`config.mk`:
```
export PLATFORM = sky130hd
export DESIGN_NAME = fixed_point_dot_accumulator
export DESIGN_NICKNAME = d
export VERILOG_FILES = /design/src/rtl/fixed_point_pkg.sv /design/src/rtl/saturating_adder.sv /design/src/rtl/fixed_point_dot_accumulator.sv
export SDC_FILE = /design/constraint.sdc
export NUM_CORES = 1
export LEC_CHECK = 0
export BUFFER_PORTS_ARGS = -buffer_cell sky130_fd_sc_hd__buf_2
export CAP_MARGIN = 30
export CORE_ASPECT_RATIO = 1.25
export CORE_UTILIZATION = 54
export CTS_CLUSTER_DIAMETER = 100
export CTS_CLUSTER_SIZE = 10
export DETAILED_ROUTE_END_ITERATION = 10
export PLACE_DENSITY_LB_ADDON = 0.08
export SLEW_MARGIN = 0
export SYNTH_ARGS = -nofsm -noshare
export SYNTH_HDL_FRONTEND = slang
export SYNTH_SLANG_ARGS = --single-unit
```
`constraint.sdc`:
```
create_clock -name clk -period 4.1 [get_ports clk]
set_clock_uncertainty 0.15 [all_clocks]
set_input_delay 0.82 -clock clk [delete_from_list [all_inputs] [get_ports clk]]
set_output_delay 0.82 -clock clk [all_outputs]
set_load 0.01 [all_outputs]
```
`src/rtl/fixed_point_pkg.sv`:
```
// fixed_point_pkg
// Shared definitions for the ODE accelerator fixed-point stages: datapath
// width, saturation limits and the dot-accumulator state encoding.
package fixed_point_pkg;

  localparam int WIDTH = 16;

  localparam logic [WIDTH-1:0] SAT_MAX = 16'h7FFF;
  localparam logic [WIDTH-1:0] SAT_MIN = 16'h8000;

  typedef enum logic [2:0] {
    S_IDLE    = 3'd0,
    S_MUL     = 3'd1,
    S_ACC     = 3'd2,
    S_RELEASE = 3'd3,
    S_DONE    = 3'd4
  } state_t;

endpackage

```
`src/rtl/saturating_adder.sv`:
```
// saturating_adder
// Combinational two's-complement add that clamps to the most positive or
// most negative representable value instead of wrapping.
// Ports:
//   a, b : addends (WIDTH bits, signed)
//   sum  : clamped result
//   ovf  : 1 when the true sum did not fit and was clamped
module saturating_adder #(
  parameter int WIDTH = fixed_point_pkg::WIDTH
) (
  input  logic [WIDTH-1:0] a,
  input  logic [WIDTH-1:0] b,
  output logic [WIDTH-1:0] sum,
  output logic             ovf
);

  localparam logic [WIDTH-1:0] MAX_V = {1'b0, {(WIDTH-1){1'b1}}};
  localparam logic [WIDTH-1:0] MIN_V = {1'b1, {(WIDTH-1){1'b0}}};

  logic [WIDTH:0] ext;

  always_comb begin
    ext = {a[WIDTH-1], a} + {b[WIDTH-1], b};
    // The two top bits disagree exactly when the result left the range;
    // the extra sign bit tells which way.
    ovf = ext[WIDTH] ^ ext[WIDTH-1];
    if (ovf) sum = ext[WIDTH] ? MIN_V : MAX_V;
    else     sum = ext[WIDTH-1:0];
  end

endmodule

```
`src/rtl/fixed_point_dot_accumulator.sv`:
```
// fixed_point_dot_accumulator
// Feeds operand pairs to the external Booth multiplier over its level
// start/finish handshake and sums each product into a saturating
// accumulator seeded per vector, producing y + sum(h_i * f_i).
// Ports:
//   clk, rst_n                 : clock, synchronous active-low reset
//   in_valid/in_ready          : operand pair handshake (in_a, in_b, in_last)
//   acc_init                   : seed, taken with the first pair of a vector
//   mul_a, mul_b, mul_start    : multiplier request (start held until finish)
//   mul_result, mul_overflow,
//   mul_finish                 : multiplier response
//   out_valid/out_ready        : result handshake
//   out_sum, out_overflow,
//   out_timeout, out_count     : per-vector result and status
//
// state   | meaning
// IDLE    | ready for the next pair
// MUL     | start asserted, watchdog running, waiting for finish
// ACC     | add captured product into the accumulator
// RELEASE | start dropped, waiting for finish to fall
// DONE    | result presented until out_ready
module fixed_point_dot_accumulator #(
  parameter int WIDTH   = fixed_point_pkg::WIDTH,
  parameter int TIMEOUT = 64
) (
  input  logic             clk,
  input  logic             rst_n,
  input  logic             in_valid,
  output logic             in_ready,
  input  logic [WIDTH-1:0] in_a,
  input  logic [WIDTH-1:0] in_b,
  input  logic             in_last,
  input  logic [WIDTH-1:0] acc_init,
  output logic [WIDTH-1:0] mul_a,
  output logic [WIDTH-1:0] mul_b,
  output logic             mul_start,
  input  logic [WIDTH-1:0] mul_result,
  input  logic             mul_overflow,
  input  logic             mul_finish,
  output logic             out_valid,
  input  logic             out_ready,
  output logic [WIDTH-1:0] out_sum,
  output logic             out_overflow,
  output logic             out_timeout,
  output logic [7:0]       out_count
);

  import fixed_point_pkg::*;

  localparam int WDOG_W = (TIMEOUT > 1) ? $clog2(TIMEOUT) : 1;

  state_t state, state_nxt;

  logic              in_ready_q, mul_start_q, out_valid_q;
  logic [WIDTH-1:0]  a_q, b_q, acc_q, prod_q;
  logic              last_q, first_q, ovf_q, timeout_q;
  logic [7:0]        count_q;
  logic [WDOG_W-1:0] wdog_q;
  logic [WIDTH-1:0]  acc_sum;
  logic              acc_ovf;

  saturating_adder #(.WIDTH(WIDTH)) u_sat_add (
    .a   (acc_q),
    .b   (prod_q),
    .sum (acc_sum),
    .ovf (acc_ovf)
  );

  always_comb begin
    state_nxt = state;
    case (state)
      S_IDLE:    if (in_valid && in_ready_q) state_nxt = S_MUL;
      S_MUL: begin
        if (mul_finish)          state_nxt = S_ACC;
        else if (wdog_q == '0)   state_nxt = S_DONE;
      end
      S_ACC:     state_nxt = S_RELEASE;
      S_RELEASE: if (!mul_finish) state_nxt = last_q ? S_DONE : S_IDLE;
      S_DONE:    if (out_ready) state_nxt = S_IDLE;
      default:   state_nxt = S_IDLE;
    endcase
  end

  always_ff @(posedge clk) begin
    if (!rst_n) state <= S_IDLE;
    else        state <= state_nxt;
  end

  // Handshake outputs are flops loaded from the next state so nothing
  // combinational reaches a port. in_ready also waits for a stale finish
  // (e.g. after a reset mid-multiply) to fall, so start never rises onto it.
  always_ff @(posedge clk) begin
    if (!rst_n) begin
      in_ready_q  <= 1'b0;
      mul_start_q <= 1'b0;
      out_valid_q <= 1'b0;
    end else begin
      in_ready_q  <= (state_nxt == S_IDLE) && !mul_finish;
      mul_start_q <= (state_nxt == S_MUL);
      out_valid_q <= (state_nxt == S_DONE);
    end
  end

  always_ff @(posedge clk) begin
    if (!rst_n) begin
      a_q       <= '0;
      b_q       <= '0;
      last_q    <= 1'b0;
      first_q   <= 1'b1;
      acc_q     <= '0;
      prod_q    <= '0;
      ovf_q     <= 1'b0;
      timeout_q <= 1'b0;
      count_q   <= '0;
      wdog_q    <= '0;
    end else begin
      case (state)
        S_IDLE: begin
          if (in_valid && in_ready_q) begin
            a_q    <= in_a;
            b_q    <= in_b;
            last_q <= in_last;
            wdog_q <= WDOG_W'(TIMEOUT - 1);
            if (first_q) begin
              acc_q     <= acc_init;
              ovf_q     <= 1'b0;
              count_q   <= '0;
              first_q   <= 1'b0;
              timeout_q <= 1'b0;
            end
          end
        end
        S_MUL: begin
          if (mul_finish) begin
            prod_q <= mul_result;
            ovf_q  <= ovf_q | mul_overflow;
          end else if (wdog_q == '0) begin
            timeout_q <= 1'b1;
          end else begin
            wdog_q <= wdog_q - 1'b1;
          end
        end
        S_ACC: begin
          acc_q <= acc_sum;
          ovf_q <= ovf_q | acc_ovf;
          if (count_q != 8'hFF) count_q <= count_q + 8'd1;
        end
        S_DONE: begin
          if (out_ready) first_q <= 1'b1;
        end
        default: ;
      endcase
    end
  end

  assign in_ready     = in_ready_q;
  assign mul_start    = mul_start_q;
  assign mul_a        = a_q;
  assign mul_b        = b_q;
  assign out_valid    = out_valid_q;
  assign out_sum      = acc_q;
  assign out_overflow = ovf_q;
  assign out_timeout  = timeout_q;
  assign out_count    = count_q;

endmodule
```
==> metrics.log, run 1 <==
[metrics] outcome: completed
[metrics] setup TNS after final layout: 0 ns
[metrics] drt first-iter violations: about 100
[metrics] starting density of the core: between 50% and 60%
[metrics] Slew HR: 40.2%
[metrics] final-layout fill cell count: 700
[metrics] internal cell power: 1.31 mW
[metrics] CTS clk-pin slew, worst paths: about 0.090 ns
[metrics] Synth Register Bits: roughly 90
[metrics] Clk network pwr share: 33.6%
[metrics] sequential share of power: about half
[metrics] M3 GR Usage: around 5.8%
[metrics] Chip Width: 82.6 µm
[metrics] met2 capacity usage during global routing: between 40 and 50%
[metrics] share of post-route cells with drive strength above 1: about a quarter
[metrics] largest fanout on the critical path: 15
[metrics] post-detailed-route DRC marker count: 0
[metrics] wire length of the first global-routing pass: around 17000 µm
[metrics] power density relative to cell area: roughly 350 mW/mm²
[metrics] insertion delay of the later-clocked pin in the worst-skew pair: about 0.37 ns
[metrics] commonest cells after routing, fill and taps aside: buf_2, nand2_1, dfxtp_1
[metrics] die outline height: between 100 and 150 µm
[metrics] average wire per standard cell: roughly 14 µm
[metrics] synthesized netlist net count: 619
[metrics] Slew Limit Fails: 0
[metrics] Setup Crit Path Kind: register to register
[metrics] static leakage power: approximately 2.4 nW
[metrics] maximum level of the CTS H-tree: 3
[metrics] signed area change from the synthesized netlist to the final layout: 20.5%
[metrics] antenna-violating nets left: 0
[metrics] count of final hold-check violations: 0
[metrics] fraction of power consumed by combinational cells: about 15%
[metrics] Min-Delay Path Class: register to register
[metrics] Slew @ Worst Pin: just under 0.9 ns
[metrics] Overall Global Routing Usage: between 20% and 30%
[metrics] Synthesis Warnings: 0
[metrics] post-synthesis cell area: approximately 0.0044 mm²
[metrics] area occupied by registers: ~0.0018 mm²
[metrics] kind of end point of the critical path: register
[metrics] minimum hold slack: 0.314 ns
[metrics] vias per cell: 5.46
[metrics] number of rows created at floorplan: 36
[metrics] setup bufs post-CTS: 0
[metrics] maximum vdd ir drop: about 240 µV
[metrics] max-cap viol count: 0
[metrics] net switching component of the power: around 0.52 mW
[metrics] leading cell type in the layout, fill and taps excluded: buf_2
[metrics] Most Used Layer, Global Route: met2
[metrics] number of port buffers: 131
[metrics] floorplan die area: approximately 0.0085 mm²
[metrics] Achievable Freq: 322 MHz
[metrics] share of total power consumed by net switching: between 20 and 30%
[metrics] share of synthesized area occupied by flip-flops and latches: approximately 40%
[metrics] fraction of registers with async set or reset after synthesis: 0%
[metrics] Top FF cell, synth: dfxtp_1
[metrics] Detailed Route WL: ~11000 µm
[metrics] power consumption: about 1.8 mW
[metrics] met1 Track Usage GR: 28.9%
[metrics] Num CTS Buffers: 9
[metrics] TritonRoute pass-1 iters: 5
[metrics] DP Wirelength: about 8000 µm
[metrics] critical path data required time: about 4.2 ns
[metrics] post-route clock period utilization: roughly 76%
[metrics] area share of the largest cell type after synthesis: a little over 40%
[metrics] post-placement setup slack: about 1 ns
[metrics] total number of vias: slightly above 4000
[metrics] RSZ-0062 raised after global routing: false
[metrics] area of the core: 0.00784 mm²
[metrics] library cell used as clock root buffer: clkbuf_8
[metrics] top-level port count: 132
[metrics] most area-hungry cell type in the Yosys netlist: dfxtp_1
[metrics] PostCTS Resize Cnt: 0
[metrics] number of global-route vias before repair: 3797
[metrics] Synth area leaders: dfxtp_1, nand2_1, a21boi_0
[metrics] global route overflow: 0
[metrics] setup slack after layout: a little under 1 ns
[metrics] endpoints failing setup: 0
[metrics] total clock sinks: between 80 and 90
[metrics] per-instance average area after synthesis: ~8.3 µm²
[metrics] number of synthesized flops with an enable pin: 0
[metrics] maximum number of pins on one net before global-route repair: between 40 and 50
[metrics] global placement routability congestion: between 0.8 and 0.9
[metrics] library cells used by synthesis: 57
[metrics] Max Root-Sink Buffers: 2
[metrics] number of buffers inserted by hold repair at cts: 0
[metrics] data arrival time at the worst-slack endpoint: roughly 3.2 ns
[metrics] ant diodes: 0
[metrics] multi-input logic area: approximately 0.0025 mm²
[metrics] category of the worst setup path launch point: register
[metrics] clock tree from TritonCTS: built
[metrics] number of antenna violations at the first check in global routing: 0
[metrics] Final min period: slightly above 3 ns
[metrics] layout net count: 739
[metrics] synthesized netlist cell count: about 530
## registers in the layout, summed over array words and instances (netlist names), 3 cells and up
register and count:
out_sum 16, mul_a 16, prod_q 16, mul_b 16
out_count 8, wdog_q 6, state 3
## routing by layer
layer,up-vias,routed length [µm]
met5,-,0
met4,0,231
met3,17,499
met2,111,5540
met1,1900,4490
li1,2064,-
## logic make-up (layout without fill, tap and decap cells)
family | count (synthesis) | after routing | share of synthesized area, %
AOI/OAI and AO/OA | 152 | 152 | 24.5
xor gates and xnor gates | 21 | 21 | 4.20
adders and majority gates | 20 | 20 | 5.85
buffers and inverters | 36 | 161 | 3.31
DFF | 88 | 88 | 40.2
muxes | 4 | 4 | 0.942
and+or+nand+nor | 208 | 208 | 21.0
## worst max-delay path, stage by stage, from the launching register on
cell and delay (ns):
dfxtp_1 0.36, ha_1 0.20, inv_1 0.06, fa_1 0.38
nand2b_1 0.20, a21o_1 0.21, a211oi_1 0.28, o22ai_2 0.17
o31ai_4 0.66, nor2_1 0.10, o31ai_1 0.25
## area by class of cell
class	count	share of cell area, %
repair buffers	136	13.1
flip-flops and latches	88	33.4
clock buffers	10	2.42
inverters	9	0.640
clock inverters	6	1.28
multi-input cells	405	46.9
well taps	95	2.25
## power groups by stage
| stage | clock [mW] | sequential, mW | combinational, mW |
|---|---|---|---|
| detailed placement | 0 | 0.951 | 0.282 |
| global route | 0.659 | 0.937 | 0.314 |
| finish | 0.612 | 0.930 | 0.281 |
| floorplan | 0 | 0.955 | 0.169 |
| CTS | 0.626 | 0.931 | 0.283 |
| global placement | 0 | 0.948 | 0.276 |
## worst paths after layout
check	end	from	cells after the start	slack (ns)
worst min-delay path	mul_a[5]	mul_a[5]	2	0.31
worst max-delay path	out_sum[8]	out_sum[0]	10	0.99
worst min register to register	mul_a[5]	mul_a[5]	2	0.31
worst max register to register	out_sum[8]	out_sum[0]	10	0.99
## cell usage after synthesis (3+ instances only)
cell type	count
mux2i_1	3
o22ai_1	4
inv_1	9
a211oi_1	5
nand4_1	5
o21ai_0	19
and3_1	3
nand3_1	4
nand2b_1	7
a211o_1	3
dfxtp_1	88
nor2b_1	7
a21oi_1	22
o31ai_1	4
nor3_1	5
clkbuf_1	23
o211ai_1	7
xor2_1	12
o21a_1	5
nor2_1	28
a21boi_0	51
or3_1	4
nand2_1	129
o21ai_1	5
ha_1	18
and2_1	7
a21o_1	7
xnor2_1	9
a31oi_1	5
## through the flow
| step | instance area (µm²) | cells | utilization [%] |
|---|---|---|---|
| 2_1_floorplan | 4380 | 529 | - |
| 3_3_place_gp | 5080 | 733 | 64.9 |
| 3_5_place_dp | 5080 | 733 | 64.9 |
| 4_1_cts | 5280 | 749 | 67.4 |
| 5_1_grt | 5280 | 749 | 67.4 |
| 6_report | 5280 | 749 | 67.4 |
Note: power is estimated with default switching activity, not from simulation.
==> run 2: changes to the inputs <==
CORE_UTILIZATION = 47   (was 54)
clock period = 2.6 ns   (was 4.1 ns; I/O delays follow)
==> run 2 against run 1 <==
  * Cell count grew 8.5%
  * Count of clock-buffer cells in the layout shrank 1
  * Combinational power up 76%
  * Total power rose by 85%
  * Sequential power grew 59%
  * The run now ends with setup timing left
  * Routed wire length grew 10%
  * Critical path type unchanged
  * Critical endpoint is now out_sum[7]
  * Critical path depth rose by 1
  * Hold slack got worse by 0.044 ns
  * Non-clock buffer count grew 36
==> metrics.log, run 2 (same netlist as run 1, synthesis figures left out) <==
[metrics] antenna-violating nets left: 0 (unchanged)
[metrics] library cell used as clock root buffer: clkbuf_16
[metrics] outcome: complete, but fails checks
[metrics] Post-Layout Inst Area: 0.00592 mm² (+12%)
[metrics] final core area utilization: 65.2% (-2.2 points)
[metrics] Slew @ Worst Pin: 0.667 ns (-0.228 ns)
[metrics] sequential share of power: 43.8% (-7.2 points)
[metrics] Num CTS Buffers: 9 (unchanged)
[metrics] kind of end point of the critical path: register
[metrics] floorplan die area: 0.00972 mm² (+15%)
[metrics] Slew Limit Fails: 0 (unchanged)
[metrics] Chip Width: 88.4 µm (+7.0%)
[metrics] Max Root-Sink Buffers: 2 (unchanged)
[metrics] total number of vias: 4262 (+4.2%)
[metrics] net switching component of the power: 0.879 mW (+70%)
[metrics] number of antenna violations at the first check in global routing: 0 (unchanged)
[metrics] Register-to-Register Setup Slack: -0.09 ns (-1.08 ns)
[metrics] category of the worst setup path launch point: register
[metrics] total clock sinks: 88 (unchanged)
[metrics] Setup Crit Path Kind: register to register
[metrics] worst hold endpoint: prod_q[10]
[metrics] source of the critical timing path: prod_q[0]
[metrics] max-cap viol count: 0 (unchanged)
[metrics] maximum number of pins on one net before global-route repair: 48 (+4.3%)
[metrics] end of the worst register-to-register path: out_sum[7]
[metrics] met1 Track Usage GR: 26.9% (-2.0 points)
[metrics] ant diodes: 0 (unchanged)
[metrics] top-level port count: 132 (unchanged)
[metrics] Area after DPL: 0.00534 mm² (+4.9%)
[metrics] maximum level of the CTS H-tree: 3 (unchanged)
[metrics] reg-to-reg critical path startpoint: prod_q[0]
[metrics] Min-Delay Path Class: primary input to register
[metrics] global placement routability congestion: 0.859 (-1.1%)
[metrics] insertion delay of the later-clocked pin in the worst-skew pair: 0.34 ns (-0.03 ns)
[metrics] TritonRoute pass-1 iters: 4 (-1)
[metrics] largest fanout on the critical path: 5 (-10)
[metrics] commonest cells after routing, fill and taps aside: buf_2, nand2_1, dfxtp_1
[metrics] minimum hold slack: 0.270 ns (-0.0439 ns)
[metrics] Final min period: 2.69 ns (-0.417 ns)
[metrics] fraction of power consumed by combinational cells: 14.7% (-0.7 points)
[metrics] area of the core: 0.00908 mm² (+16%)
[metrics] setup slack after layout: -0.0909 ns (-1.08 ns)
[metrics] critical path data required time: 2.69 ns (-1.55 ns)
[metrics] post-detailed-route DRC marker count: 0 (unchanged)
[metrics] count of final hold-check violations: 0 (unchanged)
[metrics] power density relative to cell area: 570 mW/mm² (+65%)
[metrics] maximum vdd ir drop: 391 µV (+61%)
[metrics] endpoints failing setup: 8 (+8)
[metrics] number of buffers inserted by hold repair at cts: 0 (unchanged)
[metrics] leading cell type in the layout, fill and taps excluded: buf_2
[metrics] CTS clk-pin slew, worst paths: 0.07 ns (-0.02 ns)
[metrics] share of post-route cells with drive strength above 1: 33.5% (+8.6 points)
[metrics] global route overflow: 0 (unchanged)
[metrics] signed area change from the synthesized netlist to the final layout: 35.0%
[metrics] internal cell power: 2.49 mW (+91%)
[metrics] Most Used Layer, Global Route: met2
[metrics] clock tree from TritonCTS: built
[metrics] number of port buffers: 131 (unchanged)
[metrics] die outline height: 110 µm (+7.0%)
[metrics] failing checks: setup timing
[metrics] Overall Global Routing Usage: 24.2% (-2.4 points)
[metrics] average wire per standard cell: 14.6 µm (+1.5%)
[metrics] share of total power consumed by net switching: 26.1% (-2.3 points)
[metrics] data arrival time at the worst-slack endpoint: 2.78 ns (-0.46 ns)
[metrics] starting density of the core: 48.3% (-7.6 points)
[metrics] number of rows created at floorplan: 39 (+8.3%)
[metrics] RSZ-0062 raised after global routing: true
[metrics] Slew HR: 55.5% (+15 points)
[metrics] cells on worst reg2reg path: 11 (+1)
[metrics] Detailed Route WL: 11900 µm (+10%)
[metrics] startpoint of the lowest-slack hold path: mul_result[10]
[metrics] met2 capacity usage during global routing: 43.6% (-5.0 points)
[metrics] hold depth: 3 (+1)
[metrics] number of global-route vias before repair: 4077 (+7.4%)
[metrics] layout net count: 775 (+4.9%)
[metrics] vias per cell: 5.24 (-4.0%)
[metrics] Achievable Freq: 372 MHz (+15%)
[metrics] Clk network pwr share: 41.6% (+8.0 points)
[metrics] post-route clock period utilization: 103% (+28 points)
[metrics] wire length of the first global-routing pass: 18100 µm (+6.4%)
[metrics] M3 GR Usage: 4.73% (-1.0 points)
[metrics] static leakage power: 2.62 nW (+11%)
[metrics] DP Wirelength: 8520 µm (+6.4%)
[metrics] drt first-iter violations: 161 (+58%)
run 2: cell count changes in the layout (fill, tap and decap cells not counted), moves of 3 or more:
cell / previous run / this run
dfxtp_1: 88 / 76
clkbuf_16: 0 / 9
ha_4: 0 / 9
clkbuf_8: 9 / 0
buf_4: 5 / 39
a211oi_2: 1 / 4
ha_1: 18 / 9
a211oi_1: 5 / 2
dfxtp_2: 0 / 11
run 2: area by class of cell:
cell class | instances | area [µm²]
Fill cell | 801 | 3160
Multi-Input combinational cell | 405 | 2660
Sequential cell | 88 | 1780
Timing Repair Buffer | 172 | 965
Clock buffer | 9 | 225
Tap cell | 123 | 154
Clock inverter | 7 | 95.1
Inverter | 9 | 33.8
run 2: routing by layer:
metal  up-vias  wire length (µm)
met3        26               500
met1      1996              4880
li1       2143                 -
met4         0               315
met5         -                 0
met2        97              6160
run 2: worst max-delay path by stage:
stage | end | slack [ns] | cells after the start
after floorplan | out_sum[7] | 0.04 | 11
after global placement | out_sum[0] | -0.03 | 9
after detailed placement | out_sum[0] | -0.05 | 9
after CTS | out_sum[8] | -0.002 | 11
after global routing | out_sum[5] | -0.18 | 11
final | out_sum[7] | -0.09 | 11
run 2: metrics by stage:
| stage | TNS, ns | power, mW | setup slack [ns] | cells |
|---|---|---|---|---|
| floorplan | 0 | 1.77 | 0.0360 | 529 |
| global placement | -0.0301 | 1.96 | -0.0301 | 788 |
| detailed placement | -0.111 | 1.97 | -0.0473 | 789 |
| CTS | -0.00229 | 3.37 | -0.00229 | 805 |
| global route | -1.80 | 3.52 | -0.177 | 813 |
| finish | -0.310 | 3.37 | -0.0909 | 813 |
run 2: worst max-delay path, cell delays in order, from the launching register on:
cell,delay [ns]
dfxtp_2,0.35
ha_4,0.14
inv_2,0.03
fa_2,0.35
nand2b_4,0.15
a21o_1,0.21
a211oi_2,0.25
o22ai_2,0.14
o31ai_4,0.35
buf_6,0.18
nor2_1,0.06
o31ai_1,0.23
run 2: power by group through the flow:
| stage | Combinational (mW) | Clock [mW] | Sequential (mW) |
|---|---|---|---|
| final | 0.495 | 1.40 | 1.48 |
| after global routing | 0.551 | 1.49 | 1.48 |
| after CTS | 0.477 | 1.43 | 1.47 |
| after detailed placement | 0.473 | 0 | 1.50 |
| after global placement | 0.462 | 0 | 1.49 |
| after floorplan | 0.266 | 0 | 1.51 |
run 2: what timing repair did:
item,CTS,global route
gates resized for setup,3,34
setup endpoints to repair,10,16
pin swaps,2,21
cloned,0,1
buffers inserted,0,7
endpoints found under the hold margin,0,0
==> run 3: changes to the inputs <==
TNS_END_PERCENT = 5   (was unset)
==> run 3 against run 2 <==
  * The flow still finishes with violations (setup timing)
  * Largest cell class unchanged
  * Total power down 0.55%
  * Highest routed layer unchanged
  * Global-route usage stayed put
  * Hold slack improved by 0.00081 ns
  * Critical endpoint is now out_sum[14]
==> metrics.log, run 3 (same netlist as run 1, synthesis figures left out) <==
[metrics] critical path's slowest cell: a2111oi_2
[metrics] Overall Global Routing Usage: 24.2% (unchanged)
[metrics] outcome: complete, but fails checks
[metrics] wire length of the first global-routing pass: 18100 µm (unchanged)
[metrics] Achievable Freq: 377 MHz (+1.4%)
[metrics] total number of cells along the worst setup path: 8 (-3)
[metrics] power density relative to cell area: 582 mW/mm² (+2.0%)
[metrics] failing checks: setup timing
[metrics] RSZ-0062 raised after global routing: true
[metrics] antenna-violating nets left: 0 (unchanged)
[metrics] max-cap viol count: 0 (unchanged)
[metrics] kind of end point of the critical path: register
[metrics] end of the worst register-to-register path: out_sum[14]
[metrics] starting density of the core: 48.3% (unchanged)
[metrics] die outline height: 110 µm (unchanged)
[metrics] post-route clock period utilization: 102% (-1.4 points)
[metrics] top-level port count: 132 (unchanged)
[metrics] largest fanout on the critical path: 5 (unchanged)
[metrics] worst path cell trace: ha_1 > a2111oi_2 > a211oi_2 > o22ai_2 > o31ai_4 > buf_4 > nor2b_1 > a221o_1
[metrics] CTS clk-pin slew, worst paths: 0.06 ns (about the same)
[metrics] Chip Width: 88.4 µm (unchanged)
[metrics] number of antenna violations at the first check in global routing: 0 (unchanged)
[metrics] setup slack after layout: -0.0547 ns (+0.0363 ns)
[metrics] Slew Limit Fails: 0 (unchanged)
[metrics] maximum level of the CTS H-tree: 3 (unchanged)
[metrics] insertion delay of the later-clocked pin in the worst-skew pair: 0.34 ns (about the same)
[metrics] total clock sinks: 88 (unchanged)
[metrics] signed area change from the synthesized netlist to the final layout: 31.6%
[metrics] post-detailed-route DRC marker count: 0 (unchanged)
[metrics] vias per cell: 5.22 (-0.34%)
[metrics] # placed instances: 789 (unchanged)
[metrics] clock tree from TritonCTS: built
[metrics] maximum number of pins on one net before global-route repair: 48 (unchanged)
[metrics] reg-to-reg critical path startpoint: out_sum[5]
[metrics] commonest cells after routing, fill and taps aside: buf_2, nand2_1, dfxtp_1
[metrics] minimum hold slack: 0.271 ns (+0.000812 ns)
[metrics] Max Root-Sink Buffers: 2 (unchanged)
[metrics] critical path data required time: 2.68 ns (about the same)
[metrics] category of the worst setup path launch point: register
[metrics] count of final hold-check violations: 0 (unchanged)
[metrics] Final min period: 2.65 ns (-0.0363 ns)
[metrics] Slew @ Worst Pin: 0.661 ns (-0.00595 ns)
[metrics] layout net count: 773 (-0.26%)
[metrics] floorplan die area: 0.00972 mm² (unchanged)
[metrics] Area after DPL: 0.00534 mm² (unchanged)
[metrics] number of rows created at floorplan: 39 (unchanged)
[metrics] Setup Crit Path Kind: register to register
[metrics] Register-to-Register Setup Slack: -0.05 ns (+0.04 ns)
[metrics] Detailed Route WL: 11700 µm (-1.7%)
[metrics] DP Wirelength: 8520 µm (unchanged)
[metrics] buffers plus inverters on the worst setup path: 1 (-1)
[metrics] maximum cell stage delay along the critical path: 0.62 ns (+0.27 ns)
[metrics] final standard cell count with taps included and fillers excluded: 811 (-0.25%)
[metrics] area of the core: 0.00908 mm² (unchanged)
[metrics] leading cell type in the layout, fill and taps excluded: buf_2
[metrics] source of the critical timing path: out_sum[5]
[metrics] maximum vdd ir drop: 391 µV (-0.12%)
[metrics] Post-Layout Inst Area: 0.00577 mm² (-2.5%)
[metrics] TritonRoute pass-1 iters: 4 (unchanged)
[metrics] average wire per standard cell: 14.4 µm (-1.4%)
[metrics] endpoints failing setup: 9 (+1)
[metrics] final core area utilization: 63.5% (-1.6 points)
[metrics] cells on worst reg2reg path: 8 (-3)
[metrics] static leakage power: 2.59 nW (-1.0%)
[metrics] power consumption: 3.35 mW (-0.55%)
[metrics] drt first-iter violations: 144 (-11%)
[metrics] library cell used as clock root buffer: clkbuf_16
[metrics] global placement routability congestion: 0.859 (unchanged)
[metrics] data arrival time at the worst-slack endpoint: 2.73 ns (-0.05 ns)
[metrics] CP delay by family, top: compound AO/OA/AOI/OAI gates
[metrics] number of global-route vias before repair: 4079 (+0.049%)
[metrics] global route overflow: 0 (unchanged)
[metrics] Slew HR: 55.9% (+0.40 points)
[metrics] worst setup path endpoint: out_sum[14]
[metrics] number of buffers inserted by hold repair at cts: 0 (unchanged)
[metrics] total number of vias: 4237 (-0.59%)
[metrics] ant diodes: 0 (unchanged)
[metrics] Min-Delay Path Class: primary input to register
[metrics] Num CTS Buffers: 9 (unchanged)
[metrics] number of port buffers: 131 (unchanged)
[metrics] share of post-route cells with drive strength above 1: 31.1% (-2.4 points)
-- run 3: repair_timing --
action | 4_1_cts | 5_1_grt
gates cloned | 0 | 1
setup endpoints to repair | 10 | 16
setup buffers | 0 | 5
resized for setup | 3 | 14
pin swaps | 2 | 10
-- run 3: per-layer routing --
| metal | vias up | track usage [%] | wire length (µm) |
|---|---|---|---|
| li1 | 2132 | - | - |
| met1 | 1979 | 26.9 | 4820 |
| met2 | 102 | 43.6 | 6040 |
| met3 | 24 | 4.73 | 502 |
| met4 | 0 | 11.4 | 290 |
| met5 | - | 0 | 0 |
-- run 3: how the worst min path moves through the flow --
stage	startpoint	endpoint	slack, ns	cells after the start
after floorplan	prod_q[7]	prod_q[7]	0.29	2
after global placement	mul_a[15]	mul_a[15]	0.30	2
after detailed placement	mul_a[6]	mul_a[6]	0.30	2
after CTS	mul_result[7]	prod_q[7]	0.26	3
after global routing	in_a[15]	mul_a[15]	0.27	3
final	mul_result[7]	prod_q[7]	0.27	3
-- run 3: tightest hold or removal path: cells and delay by family --
| kind | cells | cell delay (ns) |
|---|---|---|
| buf+inv | 1 | 0.10 |
| simple gates | 1 | 0.05 |
| compound gates | 1 | 0.05 |
-- run 3: final cells by class --
type                            count  area (µm²)
Clock buffer                        9         225
Clock inverter                      7        95.1
Fill cell                         825        3310
Inverter                            9        33.8
Multi-Input combinational cell    405        2540
Sequential cell                    88        1770
Tap cell                          123         154
Timing Repair Buffer              170         950
-- run 3: where the power goes --
| group | total, mW | internal (mW) | switching (mW) |
|---|---|---|---|
| Combinational | 0.481 | 0.223 | 0.258 |
| Clock | 1.40 | 0.844 | 0.559 |
| Sequential | 1.47 | 1.42 | 0.0545 |
| Total | 3.35 | 2.48 | 0.871 |
-- run 3: metrics by stage --
stage | setup TNS [ns] | setup slack (ns)
after global routing | -2.13 | -0.206
after detailed placement | -0.111 | -0.0473
after global placement | -0.0301 | -0.0301
after CTS | -0.00229 | -0.00229
final | -0.279 | -0.0547
after floorplan | 0 | 0.0360
